<file path="src/rtl/dot_product_mac_if.sv">
// Operand-in / result-out handshake bundle for dot_product_mac.
// The slave modport is the MAC stage; master is whoever feeds it and consumes its results.
interface dot_product_mac_if #(
  parameter int DATA_W = 4,
  parameter int ACC_W  = 10
) ();
  logic              in_valid;
  logic              in_ready;
  logic [DATA_W-1:0] a_in;
  logic [DATA_W-1:0] b_in;
  logic              out_valid;
  logic              out_ready;
  logic [ACC_W-1:0]  out_sum;
  logic              out_ovf;

  modport slave (
    input  in_valid, a_in, b_in, out_ready,
    output in_ready, out_valid, out_sum, out_ovf
  );

  modport master (
    output in_valid, a_in, b_in, out_ready,
    input  in_ready, out_valid, out_sum, out_ovf
  );
endinterface

</file>
<file path="src/rtl/dot_product_mac.sv">
// Sequential unsigned multiply-accumulate: K_LEN accepted operand pairs form one held dot-product result.
// Optional feature macro DOT_SAT_EN: clamp to all-ones on overflow instead of wrapping.
module dot_product_mac #(
  parameter int DATA_W = 4,
  parameter int ACC_W  = 10,
  parameter int K_LEN  = 4
) (
  input  logic              clk,
  input  logic              rst_n,
  input  logic              clr,
  dot_product_mac_if.slave  bus
);

  localparam int CNT_W = (K_LEN > 1) ? $clog2(K_LEN) : 1;
  localparam logic [CNT_W-1:0] CNT_LAST = CNT_W'(K_LEN - 1);

  typedef enum logic {ACCUM, HOLD} state_t;

  state_t              state_q;
  logic [CNT_W-1:0]    cnt_q;
  logic [ACC_W-1:0]    acc_q;
  logic [ACC_W-1:0]    sum_q;
  logic                ovf_q;
  logic                valid_q;

  logic [2*DATA_W-1:0] prod_d;
  logic [ACC_W-1:0]    base_d;
  logic [ACC_W:0]      nxt_d;
  logic [ACC_W-1:0]    res_d;
  logic                ovf_d;
  logic                accept;

  // in_ready comes from the state register alone, so no input reaches it combinationally.
  assign bus.in_ready  = (state_q == ACCUM);
  assign bus.out_valid = valid_q;
  assign bus.out_sum   = sum_q;
  assign bus.out_ovf   = ovf_q;

  assign accept = bus.in_valid && (state_q == ACCUM);

  always_comb begin
    prod_d = '0;
    base_d = '0;
    nxt_d  = '0;
    res_d  = '0;
    ovf_d  = 1'b0;
    prod_d = {{DATA_W{1'b0}}, bus.a_in} * {{DATA_W{1'b0}}, bus.b_in};
    // cnt==0 starts a fresh vector, so stale acc/ovf from an earlier or aborted vector is ignored.
    base_d = (cnt_q == '0) ? '0 : acc_q;
    nxt_d  = {1'b0, base_d} + (ACC_W+1)'(prod_d);
`ifdef DOT_SAT_EN
    res_d  = nxt_d[ACC_W] ? '1 : nxt_d[ACC_W-1:0];
`else
    res_d  = nxt_d[ACC_W-1:0];
`endif
    ovf_d  = ((cnt_q == '0) ? 1'b0 : ovf_q) | nxt_d[ACC_W];
  end

  always_ff @(posedge clk or negedge rst_n) begin
    if (!rst_n) begin
      state_q <= ACCUM;
      cnt_q   <= '0;
      acc_q   <= '0;
      sum_q   <= '0;
      ovf_q   <= 1'b0;
      valid_q <= 1'b0;
    end else if (clr) begin
      state_q <= ACCUM;
      cnt_q   <= '0;
      ovf_q   <= 1'b0;
      valid_q <= 1'b0;
    end else begin
      case (state_q)
        ACCUM: begin
          if (accept) begin
            ovf_q <= ovf_d;
            if (cnt_q == CNT_LAST) begin
              sum_q   <= res_d;
              cnt_q   <= '0;
              state_q <= HOLD;
              valid_q <= 1'b1;
            end else begin
              acc_q <= res_d;
              cnt_q <= cnt_q + CNT_W'(1);
            end
          end
        end
        HOLD: begin
          if (bus.out_ready) begin
            state_q <= ACCUM;
            valid_q <= 1'b0;
          end
        end
        default: begin
          state_q <= ACCUM;
          valid_q <= 1'b0;
        end
      endcase
    end
  end

endmodule

</file>
<file path="src/flat_wrapper.sv">
// flat-port wrapper written by rule: the top's interface ports become plain ports
module dot_product_mac_flat 
#(
  parameter int DATA_W = 4,
  parameter int ACC_W  = 10,
  parameter int K_LEN  = 4
)
  (clk, rst_n, clr, bus_in_valid, bus_a_in, bus_b_in, bus_out_ready, bus_in_ready, bus_out_valid, bus_out_sum, bus_out_ovf);
  dot_product_mac_if #(.DATA_W(DATA_W), .ACC_W(ACC_W)) bus_i ();
  input  logic clk;
  input  logic rst_n;
  input  logic clr;
  input wire logic [$bits(bus_i.in_valid)-1:0] bus_in_valid;
  input wire logic [$bits(bus_i.a_in)-1:0] bus_a_in;
  input wire logic [$bits(bus_i.b_in)-1:0] bus_b_in;
  input wire logic [$bits(bus_i.out_ready)-1:0] bus_out_ready;
  output wire logic [$bits(bus_i.in_ready)-1:0] bus_in_ready;
  output wire logic [$bits(bus_i.out_valid)-1:0] bus_out_valid;
  output wire logic [$bits(bus_i.out_sum)-1:0] bus_out_sum;
  output wire logic [$bits(bus_i.out_ovf)-1:0] bus_out_ovf;
  assign bus_i.in_valid = bus_in_valid;
  assign bus_i.a_in = bus_a_in;
  assign bus_i.b_in = bus_b_in;
  assign bus_i.out_ready = bus_out_ready;
  assign bus_in_ready = bus_i.in_ready;
  assign bus_out_valid = bus_i.out_valid;
  assign bus_out_sum = bus_i.out_sum;
  assign bus_out_ovf = bus_i.out_ovf;
  dot_product_mac #(.DATA_W(DATA_W), .ACC_W(ACC_W), .K_LEN(K_LEN)) u_core (.clk(clk), .rst_n(rst_n), .clr(clr), .bus(bus_i));
endmodule
</file>
<file path="config.mk">
export PLATFORM = sky130hd
export DESIGN_NAME = dot_product_mac_flat
export DESIGN_NICKNAME = d
export VERILOG_FILES = /design/src/rtl/dot_product_mac_if.sv /design/src/rtl/dot_product_mac.sv /design/src/flat_wrapper.sv
export SDC_FILE = /design/constraint.sdc
export NUM_CORES = 1
export LEC_CHECK = 0
export CORE_ASPECT_RATIO = 0.5
export CORE_MARGIN = 8
export CORE_UTILIZATION = 55
export DETAILED_ROUTE_END_ITERATION = 16
export GPL_TIMING_DRIVEN = 0
export PLACE_DENSITY_LB_ADDON = 0.12
export SLEW_MARGIN = 20
export SYNTH_ARGS = -nofsm -noshare
export SYNTH_HDL_FRONTEND = slang
export SYNTH_SLANG_ARGS = --single-unit
</file>
<file path="constraint.sdc">
create_clock -name clk -period 9.25 [get_ports clk]
set_clock_uncertainty 0.2 [all_clocks]
set_input_delay 1.85 -clock clk [delete_from_list [all_inputs] [get_ports clk]]
set_output_delay 1.85 -clock clk [all_outputs]
set_load 0.01 [all_outputs]
</file>
== After elaboration in Yosys (flattened, before gate mapping) ==
Cells that the tools add are included.
Cells by class
  add/subtract/negate cells: 2
  multipliers: 1
  equality and inequality tests: 5
  multiplexer cells: 19
  bitwise logic cells: 4
  reduce and logical (&&, ||, !) cells: 7
Operators with widths (count)
  $mux W1: 12
  $add A10 B8 Y11: 1
  $mux W10: 1
  $mul A4 B4 Y8: 1
  $mux W2: 4
  $reduce_and A4 Y1: 2
  $ne A3 B2 Y1 const B: 2
  $pmux W1 S2: 2
  $ne A3 B3 Y1 const B: 1
  $not A1 Y1: 3
  $reduce_and A3 Y1: 1
  $add A2 B1 Y2 const B: 1
  $eq A2 B2 Y1 const B: 1
  $logic_not A2 Y1: 1
  $ne A2 B2 Y1 const B: 1
  $reduce_and A2 Y1: 1
  $reduce_bool A2 Y1: 1
  $logic_and A1 B1 Y1: 1
  $or A1 B1 Y1: 1
Storage, ports and cells
  bits in registers: 25
  input bits: 13
  output and inout port bits: 13
  word-level logic and storage cells: 44

== Logic depth before layout (Yosys ltp) ==
Gate-level depths: netlist of the first run.
  word-level depth: 7
  gate-level depth with buffers: 13
  mapped depth without buffers: 12

== Worst setup path after synthesis of the first run ==
Ideal clock, no wire load.
  kind: input -> register
  start: in bus_b_in[3]
  end: reg u_core.sum_q[9] (netlist: u_core.bus.out_sum[9])
  library setup time: 0.095 ns
  arrival time: 4.632 ns
  required time: 8.955 ns
  path slack: 4.323 ns
  stages: 10
  path buffers: 0
  cell sequence: nand2_1 -> fa_1 -> fa_1 -> inv_1 -> fa_1 -> ha_1 -> a211oi_1 -> o211ai_1 -> and3_1 -> o31ai_1
On the way
  word-level cells in the longest chain between the ends: 2
Ends and longest elaborated chain
  from (decl): line flat_wrapper.sv:15  | input wire logic [$bits(bus_i.b_in)-1:0] bus_b_in;
  $mul A4 B4 Y8: line dot_product_mac.sv:47  | prod_d = {{DATA_W{1'b0}}, bus.a_in} * {{DATA_W{1'b0}}, bus.b_in};
  $add A10 B8 Y11: line dot_product_mac.sv:50  | nxt_d = {1'b0, base_d} + (ACC_W+1)'(prod_d);
  to (signal assigned): line dot_product_mac.sv:78  | sum_q <= res_d;
  to (decl): line dot_product_mac.sv:22  | logic [ACC_W-1:0] sum_q;
No other way between the ends.
A chain may end at the register's enable or synchronous reset.

== Worst setup path in the final report of the first run ==
Ends and elaborated chain as after synthesis.

==> results.md, run 1 <==
* Clock sinks at 25
* Crit start category: primary input
* R2r setup slk at 5.69 ns
* FF+latch area at 626 um2
* Die Y at 58.6 um
* Power Dens Cells at 164 nW/um2
* H-tree Lvls at 1
* Clock slew at reported path FFs at 0.10 ns
* Fraction of registers with async set/reset at 100%
* FF-to-FF path depth at 11
* Setup violations, final at 0
* Clock network power share at 17.4%
* Int Power at 0.245 mW
* DP HPWL at 3.42 mm
* Syn_area_per_cell at 9.20 um2
* Final net count at 289
* Drt pass-1 iters at 4
* Hold WC Path Type: reg2reg
* CTS Buf Count at 3
* Filler cells at 296
* Hold_sp: u_core.bus.out_sum[4]
* Average vias per placed instance at 5.26
* Data required time of the critical path at 9.24 ns
* Area grow syn2layout at 17.8%
* Tmin final at 5.56 ns
* Ant diodes at 0
* CP Cell Sequence: clkdlybuf4s50_1 -> nand2_1 -> fa_1 -> fa_1 -> inv_1 -> fa_1 -> ha_1 -> a211oi_1 -> o211ai_1 -> and3_1 -> o31ai_1
* Final hold vios at 0
* Final WL at 4.36 mm
* Final core occ at 68.1%
* Post-synth cell types at 37
* Sw power at 0.141 mW
* Post-CTS Hold Buffers at 0
* Synth warn at 0
* Crit Reg-Reg Endpoint: u_core.bus.out_sum[9]
* Root Buffer: clkbuf_8
* Setup tns final at 0 ns
* Cell count of the worst hold path at 2
* Worst reg2reg startpoint: u_core.cnt_q[0]
* Setup Buffers After CTS at 0
* Worst Tran Pin Value at 0.580 ns
* Combinational power share at 44.5%
* Hold EP: u_core.bus.out_sum[4]
* Core area at 3450 um2
* Die width at 101 um
* Worst path max stage delay at 0.55 ns
* Post-Syn Area at 2000 um2
* Initial Utilization at 57.8%
* Commonest cells after routing, fill and taps aside: 25 x dfrtp_1, 24 x clkdlybuf4s50_1, 23 x inv_1
* RSZ-0062 raised after global routing: false
* Final Max Tran Viols at 0
* Max FO, Critical Path at 5
* Multi-input gate area at 1240 um2
* Synth Flop Type: dfrtp_1
* Outcome: complete, no violations
* CP endpoint kind: flip-flop
* Die area at 5930 um2
* Antenna-violating nets left at 0
* Switching part of the total at 36.6%
* Seq/Total Area, Yosys at 31.3%
* FP Rows at 15
* Dpl cell area at 2300 um2
* I/O Buffers at 25
* Post-synth EDFFs at 0
* Sequential power share at 38.1%
* GR Overflow Total at 0
* VDD IR max at 88.6 uV
* CTS tree: done
* Routed len/inst at 14.7 um
* Relative slew slack at 61.3%
* Clk_lat worst skew at 0.28 ns
* Synthesized flop and latch total at 25
* Fin area at 2350 um2
* First-pass GRT wire length at 7.62 mm
* DR vias at 1562
* Top Ports at 26
* WS Path Type: in2reg
* Period Utilization, post-route at 60.1%
* Most common cell after layout, fill and taps aside: dfrtp_1
* Slowest-stage cell, CP: fa_1
* Max_cap viols at 0
* Syn Inst Count at 217
* Largest net degree at the start of global routing at 26
* Routability Congestion at 0.883
* Crit path arrival time at 5.55 ns
* Clock tree buffer depth at 2
* Initial antenna violation count at 0
* Resize count post-CTS at 0
* Layout cells sized above 1 at 6.91%
* Max Fclk at 0.180 GHz
* Starting DRT DRC Count at 68
* Vias in the first global route at 1616
* Post-Synthesis Net Count at 259
* Most used cell, CP: fa_1
* All-layer global routing usage at 16.3%
* Pleak at 1.10 nW
* DRC violations left at 0
## critical path: cells and delay by family
family | cells | cell delay [ns]
adder cells (fa/ha/maj) | 4 | 1.93
AO/OA/AOI/OAI | 3 | 0.88
buffers and inverters | 2 | 0.58
AND/OR/NAND/NOR | 2 | 0.30
## state kept, by name (all words and copies together), names as in the netlist
| signal | count |
|---|---|
| u_core.cnt_q | 2 |
| u_core.acc_q | 10 |
| u_core.bus.out_valid | 1 |
| u_core.bus.out_sum | 10 |
| u_core.state_q | 1 |
| u_core.bus.out_ovf | 1 |
## cell usage after synthesis (all sizes together), types with 3 or more instances
| library cell | instances | share of area [%] |
|---|---|---|
| mux2i | 4 | 2.0 |
| dfrtp | 25 | 31 |
| ha | 20 | 13 |
| clkbuf | 4 | 0.75 |
| nand2 | 17 | 3.2 |
| o211ai | 4 | 1.5 |
| nor2b | 7 | 2.2 |
| nand2b | 9 | 2.8 |
| buf | 4 | 1.3 |
| inv | 23 | 4.3 |
| and2 | 12 | 3.8 |
| nor3 | 3 | 0.75 |
| o31ai | 4 | 1.8 |
| mux2 | 6 | 3.9 |
| fa | 9 | 9.0 |
| o21ai | 11 | 2.8 |
| nor2 | 21 | 4.0 |
| a21oi | 13 | 3.3 |
## final cells by class
class,instances,share of cell area (%)
sequential,25,26.6
multi-input combinational,161,52.8
buffer,8,1.76
clock inverter,1,0.213
inverter,23,3.67
tap,51,2.71
timing repair buffer,25,10.4
clock buffer,3,1.76
## logic make-up after synthesis
group           after synthesis  share of synthesized area (%)
mux                          10                           5.96
buf+inv                      31                           6.39
simple gates                 76                           19.4
fa+ha+maj                    29                           21.6
xor+xnor                      3                           1.32
flops                        25                           31.3
compound gates               43                           14.0
## power by group through the flow
stage               Clock, mW  Sequential [mW]  Combinational (mW)
floorplan                   0            0.150               0.115
global placement            0            0.148               0.167
detailed placement          0            0.149               0.172
CTS                    0.0691            0.147               0.173
global route           0.0719            0.151               0.195
finish                 0.0672            0.147               0.172
## metal layers
| layer | vias up | wire length (um) | GRT usage [%] |
|---|---|---|---|
| met3 | 5 | 228 | 4.82 |
| met1 | 734 | 2170 | 21.5 |
| met4 | 0 | 19 | 3.14 |
| li1 | 789 | - | - |
| met2 | 34 | 1940 | 25.8 |
| met5 | - | 0 | 0 |
## worst max-delay path by stage
stage	startpoint	to	cells after the start
floorplan	bus_b_in[3]	u_core.bus.out_sum[9]	10
global placement	bus_b_in[3]	u_core.bus.out_sum[9]	11
detailed placement	bus_b_in[3]	u_core.bus.out_sum[9]	11
finish	bus_b_in[3]	u_core.bus.out_sum[9]	11
global route	bus_a_in[0]	u_core.bus.out_sum[9]	11
CTS	bus_b_in[3]	u_core.bus.out_sum[9]	11
## per-stage QoR
step / worst slack, ns / std cells / hold WS [ns] / total power [mW]
floorplan: 4.32 / 217 / 0.242 / 0.266
global placement: 3.48 / 293 / 0.262 / 0.316
detailed placement: 3.48 / 293 / 0.270 / 0.321
CTS: 3.73 / 297 / 0.290 / 0.389
global route: 3.49 / 297 / 0.321 / 0.418
finish: 3.69 / 297 / 0.287 / 0.386
(Power assumes the default switching activity.)
==> run 2, diff against run 1 <==
==> constraint.sdc (replaced) <==
create_clock -name clk -period 5.7 [get_ports clk]
set_clock_uncertainty 0.2 [all_clocks]
set_input_delay 1.14 -clock clk [delete_from_list [all_inputs] [get_ports clk]]
set_output_delay 1.14 -clock clk [all_outputs]
set_load 0.01 [all_outputs]
==> results of run 2 <==
The final DEF is identical to that of run 1. Status: complete, no violations.
Among the figures that moved: setup slack after placement 3.48 ns -> 0.638 ns; setup slack after layout 3.69 ns -> 0.855 ns; register-to-register setup slack 5.69 ns -> 2.14 ns; total power 0.386 mW -> 0.627 mW; worst IR drop on VDD 88.6 uV -> 144 uV
==> RTL edit 1, RTL diff (settings of run 2) <==
`K_LEN` is set to 4 in 2 places; all go to 8.
--- a/src/rtl/dot_product_mac.sv
+++ b/src/rtl/dot_product_mac.sv
@@ -4,5 +4,5 @@
   parameter int DATA_W = 4,
   parameter int ACC_W  = 10,
-  parameter int K_LEN  = 4
+  parameter int K_LEN  = 8
 ) (
   input  logic              clk,
--- a/src/flat_wrapper.sv
+++ b/src/flat_wrapper.sv
@@ -4,5 +4,5 @@
   parameter int DATA_W = 4,
   parameter int ACC_W  = 10,
-  parameter int K_LEN  = 4
+  parameter int K_LEN  = 8
 )
   (clk, rst_n, clr, bus_in_valid, bus_a_in, bus_b_in, bus_out_ready, bus_in_ready, bus_out_valid, bus_out_sum, bus_out_ovf);
Check against the original RTL: not equivalent (Yosys sat finds a counterexample within 10 cycles, from zero or initial values and one cycle with rst_n low).
==> RTL edit 1 against run 2 <==
Core utilization increased by 1.2 points. Worst setup slack improved by 39 ps. Via count is 8.6% higher. Combinational power is 17% lower. Routed wire length is 3.7% higher. Total power is 0.72% lower. Sequential cell count increased by 1. Area after synthesis rose by 3.2%. Design area grew 3.4%. Largest cell class unchanged. Highest routed layer unchanged.
==> RTL edit 1: results (changes against run 2) <==
[outcome]
status = finished clean  ; unchanged

[synth]
synth_area_leaders = dfrtp_1 (32%), ha_1 (13%), fa_1 (8.7%)  ; was dfrtp_1 (31%), ha_1 (13%), fa_1 (9.0%)
synth_cell_types = 33  ; was 37
postSynthAreaPerCell_um2 = 8.801  ; was 9.197 um2
ys_seq_area_frac = 0.3159  ; was 0.3135
synth_fp_nets = 277  ; was 259
yosys-top-cells-count = nand2_1 (31), dfrtp_1 (26), inv_1 (25)  ; was dfrtp_1 (25), inv_1 (23), nor2_1 (21)

[setup_path]
cp.arrival_ps = 4820  ; was 4840 ps
critPathSlowestCell = fa_1  ; unchanged
rrSetupSlack_ps = 2060  ; was 2140 ps
r2r-end = u_core.bus.out_ovf  ; was u_core.bus.out_sum[9]
rr_worst_depth = 13  ; was 11
cp_max_fo = 8  ; was 5

[global_routing]
grt_pass1_wl_um = 7907  ; was 7624 um
grt.total_usage = 0.1647  ; was 0.1627
first_global_vias = 1720  ; was 1616
grt_max_degree = 27  ; was 26

[clock_tree]
cts_buffers = 3  ; unchanged
worstSkewPairLatency_ps = 280  ; about the same

[routing]
wirelength_um = 4517  ; was 4357 um
firstDrtPassIters = 4  ; unchanged
routed_via_density = 5.419  ; was 5.259
drt_iter0_markers = 75  ; was 68
wire_per_inst_um = 14.43  ; was 14.67 um

[sta]
tightest_slew_ps = 607.8  ; was 580.0 ps
whs_ps = 281.4  ; was 287.3 ps

[power_and_ir_drop]
vdd_drop_max_v = 0.0001200  ; was 0.0001438 V
leakagePower_nw = 1.139  ; was 1.098 nW

[hold_path]
min_to = u_core.bus.out_sum[1]  ; was u_core.bus.out_sum[4]
hp-start = u_core.bus.out_sum[1]  ; was u_core.bus.out_sum[4]

[layout]
drive_gt1_frac = 0.04580  ; was 0.06911
nets = 306  ; was 289

[placed_design]
place_hpwl_um = 3547  ; was 3423 um
finalWeightedCongestion = 0.8686  ; was 0.8828
port-buffer-count = 24  ; was 25

[RTL edit 1: cell types whose count changed in the layout (fill, tap and decap cells not counted), moves of 3 or more]
| cell | delta |
|---|---|
| nand2_1 | +14 |
| and2_1 | +4 |
| nand3_1 | +4 |
| nor2b_1 | -4 |
| a211oi_1 | +3 |
| a21oi_1 | -3 |
| clkbuf_1 | +3 |
| mux2_4 | -3 |
| nand2b_1 | -3 |
| nor3b_1 | +3 |
| o211ai_1 | +3 |
[RTL edit 1: through the flow]
stage / instance area, um2 / setup WS [ps] / utilization / power [mW]
floorplan: 2059 / 1336 / - / 0.4039
global placement: 2364 / 628.4 / 0.6734 / 0.4574
detailed placement: 2359 / 607.4 / 0.6720 / 0.4670
CTS: 2430 / 883.4 / 0.6923 / 0.6257
global route: 2430 / 736.7 / 0.6923 / 0.6702
finish: 2430 / 894.4 / 0.6923 / 0.6222
[RTL edit 1: cell type report]
| type | instances | area (um2) |
|---|---|---|
| buffer | 9 | 42.54 |
| clock buffer | 3 | 41.29 |
| clock inverter | 1 | 30.03 |
| fill | 301 | 1080 |
| inverter | 25 | 93.84 |
| multi-input combinational | 174 | 1272 |
| sequential | 26 | 650.6 |
| tap | 51 | 63.81 |
| timing repair buffer | 24 | 235.2 |
[RTL edit 1: cell families (layout without fill, tap and decap cells)]
group,Yosys count,in the layout,share of synthesized area
xor+xnor,2,2,0.008507
flops,26,26,0.3159
mux,8,8,0.04131
simple gates,91,91,0.2218
compound gates,43,43,0.1312
fa+ha+maj,30,30,0.2151
buf+inv,34,62,0.06622
[RTL edit 1: worst max path at each step]
stage	to	slack, ps	depth (start not counted)
6_report	u_core.acc_q[7]	890	11
3_3_place_gp	u_core.bus.out_sum[7]	630	11
3_5_place_dp	u_core.acc_q[7]	610	11
5_1_grt	u_core.acc_q[7]	740	11
2_1_floorplan	u_core.bus.out_sum[7]	1340	10
4_1_cts	u_core.acc_q[7]	880	11
[RTL edit 1: worst reg2reg max path: stages (launching register included)]
cell	delay [ps]
dfrtp_1	400
inv_1	60
ha_1	180
nand2b_1	150
clkbuf_1	400
nand2_1	140
fa_1	500
inv_1	50
ha_1	270
clkbuf_1	320
nand2_1	100
o21ai_0	270
nand2_1	120
a2111oi_0	360
[RTL edit 1: layer usage]
layer | track usage | part of all wire | vias up
met3 | 0.04098 | 0.057 | 2
met5 | 0 | 0 | -
met2 | 0.2679 | 0.45 | 43
met1 | 0.2209 | 0.49 | 809
met4 | 0.01860 | 0.0020 | 0
li1 | - | - | 842
[RTL edit 1: power breakdown]
part / total (mW) / switching, mW / internal [mW]
Combinational: 0.232 / 0.134 / 0.0979
Sequential: 0.233 / 0.0203 / 0.213
Clock: 0.157 / 0.0632 / 0.0941
==> RTL edit 2, RTL diff (settings of run 2) <==
Without the edit above. Reset style: synchronous (`rst_n`), changed in one clocked block.
--- a/src/rtl/dot_product_mac.sv
+++ b/src/rtl/dot_product_mac.sv
@@ -57,5 +57,5 @@
   end
 
-  always_ff @(posedge clk or negedge rst_n) begin
+  always_ff @(posedge clk) begin
     if (!rst_n) begin
       state_q <= ACCUM;
Formal check against the unedited RTL: not equivalent (a bounded check fails within 10 cycles, from zero or initial values and one cycle with rst_n low; the reset may be asserted at any time).
==> RTL edit 2 against run 2 <==
Design area down 6.3%. Worst setup slack better by 57 ps. Routed wire length down 2.7%. Area after synthesis down 7.2%. Sequential cell count unchanged. Count of clock-buffer cells in the layout unchanged. Critical path depth up 1.
Power is not compared: it rests on default switching activity, and its combinational part moved more than twofold at a synthesized area within 25%.
==> RTL edit 2: results (changes against run 2) <==
[synth]
synth_compound_area_frac = 0.1459  ; was 0.1404
ys_async_sr_fraction = 0  ; was 1.000
ys_seq_area_frac = 0.2703  ; was 0.3135
ys.flop_type = dfxtp_1  ; was dfrtp_1
postSynthAreaPerCell_um2 = 8.267  ; was 9.197 um2
synth_xor_area_frac = 0.01419  ; was 0.01317
synth_cell_types = 38  ; was 37
synth_fp_nets = 266  ; was 259
synth_area_leaders = dfxtp_1 (27%), ha_1 (14%), fa_1 (9.7%)  ; was dfrtp_1 (31%), ha_1 (13%), fa_1 (9.0%)
yosys-top-cells-count = nand2_1 (34), dfxtp_1 (25), ha_1 (20)  ; was dfrtp_1 (25), inv_1 (23), nor2_1 (21)
synthMuxAreaShare = 0.005405  ; was 0.05956

[placed_design]
place_hpwl_um = 3537  ; was 3423 um
dp.cells = 291  ; was 293
finalWeightedCongestion = 0.7982  ; was 0.8828

[routing]
drt_iter0_markers = 104  ; was 68
routed_via_density = 5.410  ; was 5.259
firstDrtPassIters = 6  ; was 4
wire_per_inst_um = 14.37  ; was 14.67 um

[sta]
slew_headroom = 0.5409  ; was 0.6133

[hold_path]
hp-start = u_core.acc_q[1]  ; was u_core.bus.out_sum[4]

[setup_path]
cp.arrival_ps = 4790  ; was 4840 ps
reg2reg_from = u_core.cnt_q[0]  ; unchanged
cp-startpoint = bus_a_in[1]  ; was bus_b_in[3]
critPathSlowestCell = clkdlybuf4s50_1  ; was fa_1

[global_routing]
grt_max_degree = 16  ; was 26
first_global_vias = 1491  ; was 1616
met2_usage = 0.2108  ; was 0.2584
grt.met3_usage = 0.03636  ; was 0.04818
grt.total_usage = 0.1573  ; was 0.1627
grtUsageMet1 = 0.2406  ; was 0.2149
grt_pass1_wl_um = 7251  ; was 7624 um

[layout]
fillCellCount = 288  ; was 296
stdcell_count = 295  ; was 297
drive_gt1_frac = 0.06719  ; was 0.06911

[clock_tree]
cts_buffers = 3  ; unchanged
htreeDepth = 1  ; unchanged

[outcome]
status = finished clean  ; unchanged

RTL edit 2: cell types whose count changed after synthesis, sizes merged, moves of 6 or more:
cell / delta
dfrtp: -25
nand2: +18
nand3: +11
mux2: -6
nor2: -11
dfxtp: +25
o21ai: -8
RTL edit 2: metal layers:
layer / vias up / part of all wire
met5: - / 0
met4: 0 / 0.0045
met3: 2 / 0.058
met2: 48 / 0.38
met1: 726 / 0.56
li1: 820 / -
RTL edit 2: layout make-up:
| type | instances | share of cell area |
|---|---|---|
| Multi-Input combinational cell | 173 | 0.5673 |
| Sequential cell | 25 | 0.2271 |
| Timing Repair Buffer | 25 | 0.1136 |
| Inverter | 19 | 0.03237 |
| Tap cell | 42 | 0.02385 |
| Clock buffer | 3 | 0.01874 |
| Buffer | 7 | 0.01363 |
| Clock inverter | 1 | 0.003407 |
RTL edit 2: final timing paths:
kind                            slack (ps)                  to  depth (start not counted)
worst max register to register        2260     u_core.acc_q[9]                         12
worst max-delay path                   910  u_core.bus.out_ovf                         12
worst min-delay path                   260     u_core.acc_q[1]                          2
worst min register to register         260     u_core.acc_q[1]                          2
RTL edit 2: where the power goes:
part | switching [mW] | total [mW] | internal [mW]
logic | 0.0615 | 0.107 | 0.0453
registers | 0.00252 | 0.181 | 0.179
clock network | 0.0565 | 0.106 | 0.0495
RTL edit 2: worst min-delay path, delay by kind of cell (launching register included):
family,cells,cell delay [ps]
DFF,1,320
AOI/OAI and AO/OA,1,50
and+or+nand+nor,1,50
RTL edit 2: stage by stage:
stage	setup slack (ps)	cell area (um2)	utilization	total power, mW
finish	911.6	2203	0.6633	0.3942
global route	770.8	2203	0.6633	0.4192
CTS	915.0	2203	0.6633	0.3962
detailed placement	664.7	2155	0.6486	0.2904
global placement	642.4	2155	0.6486	0.2895
floorplan	1416	1852	-	0.2603
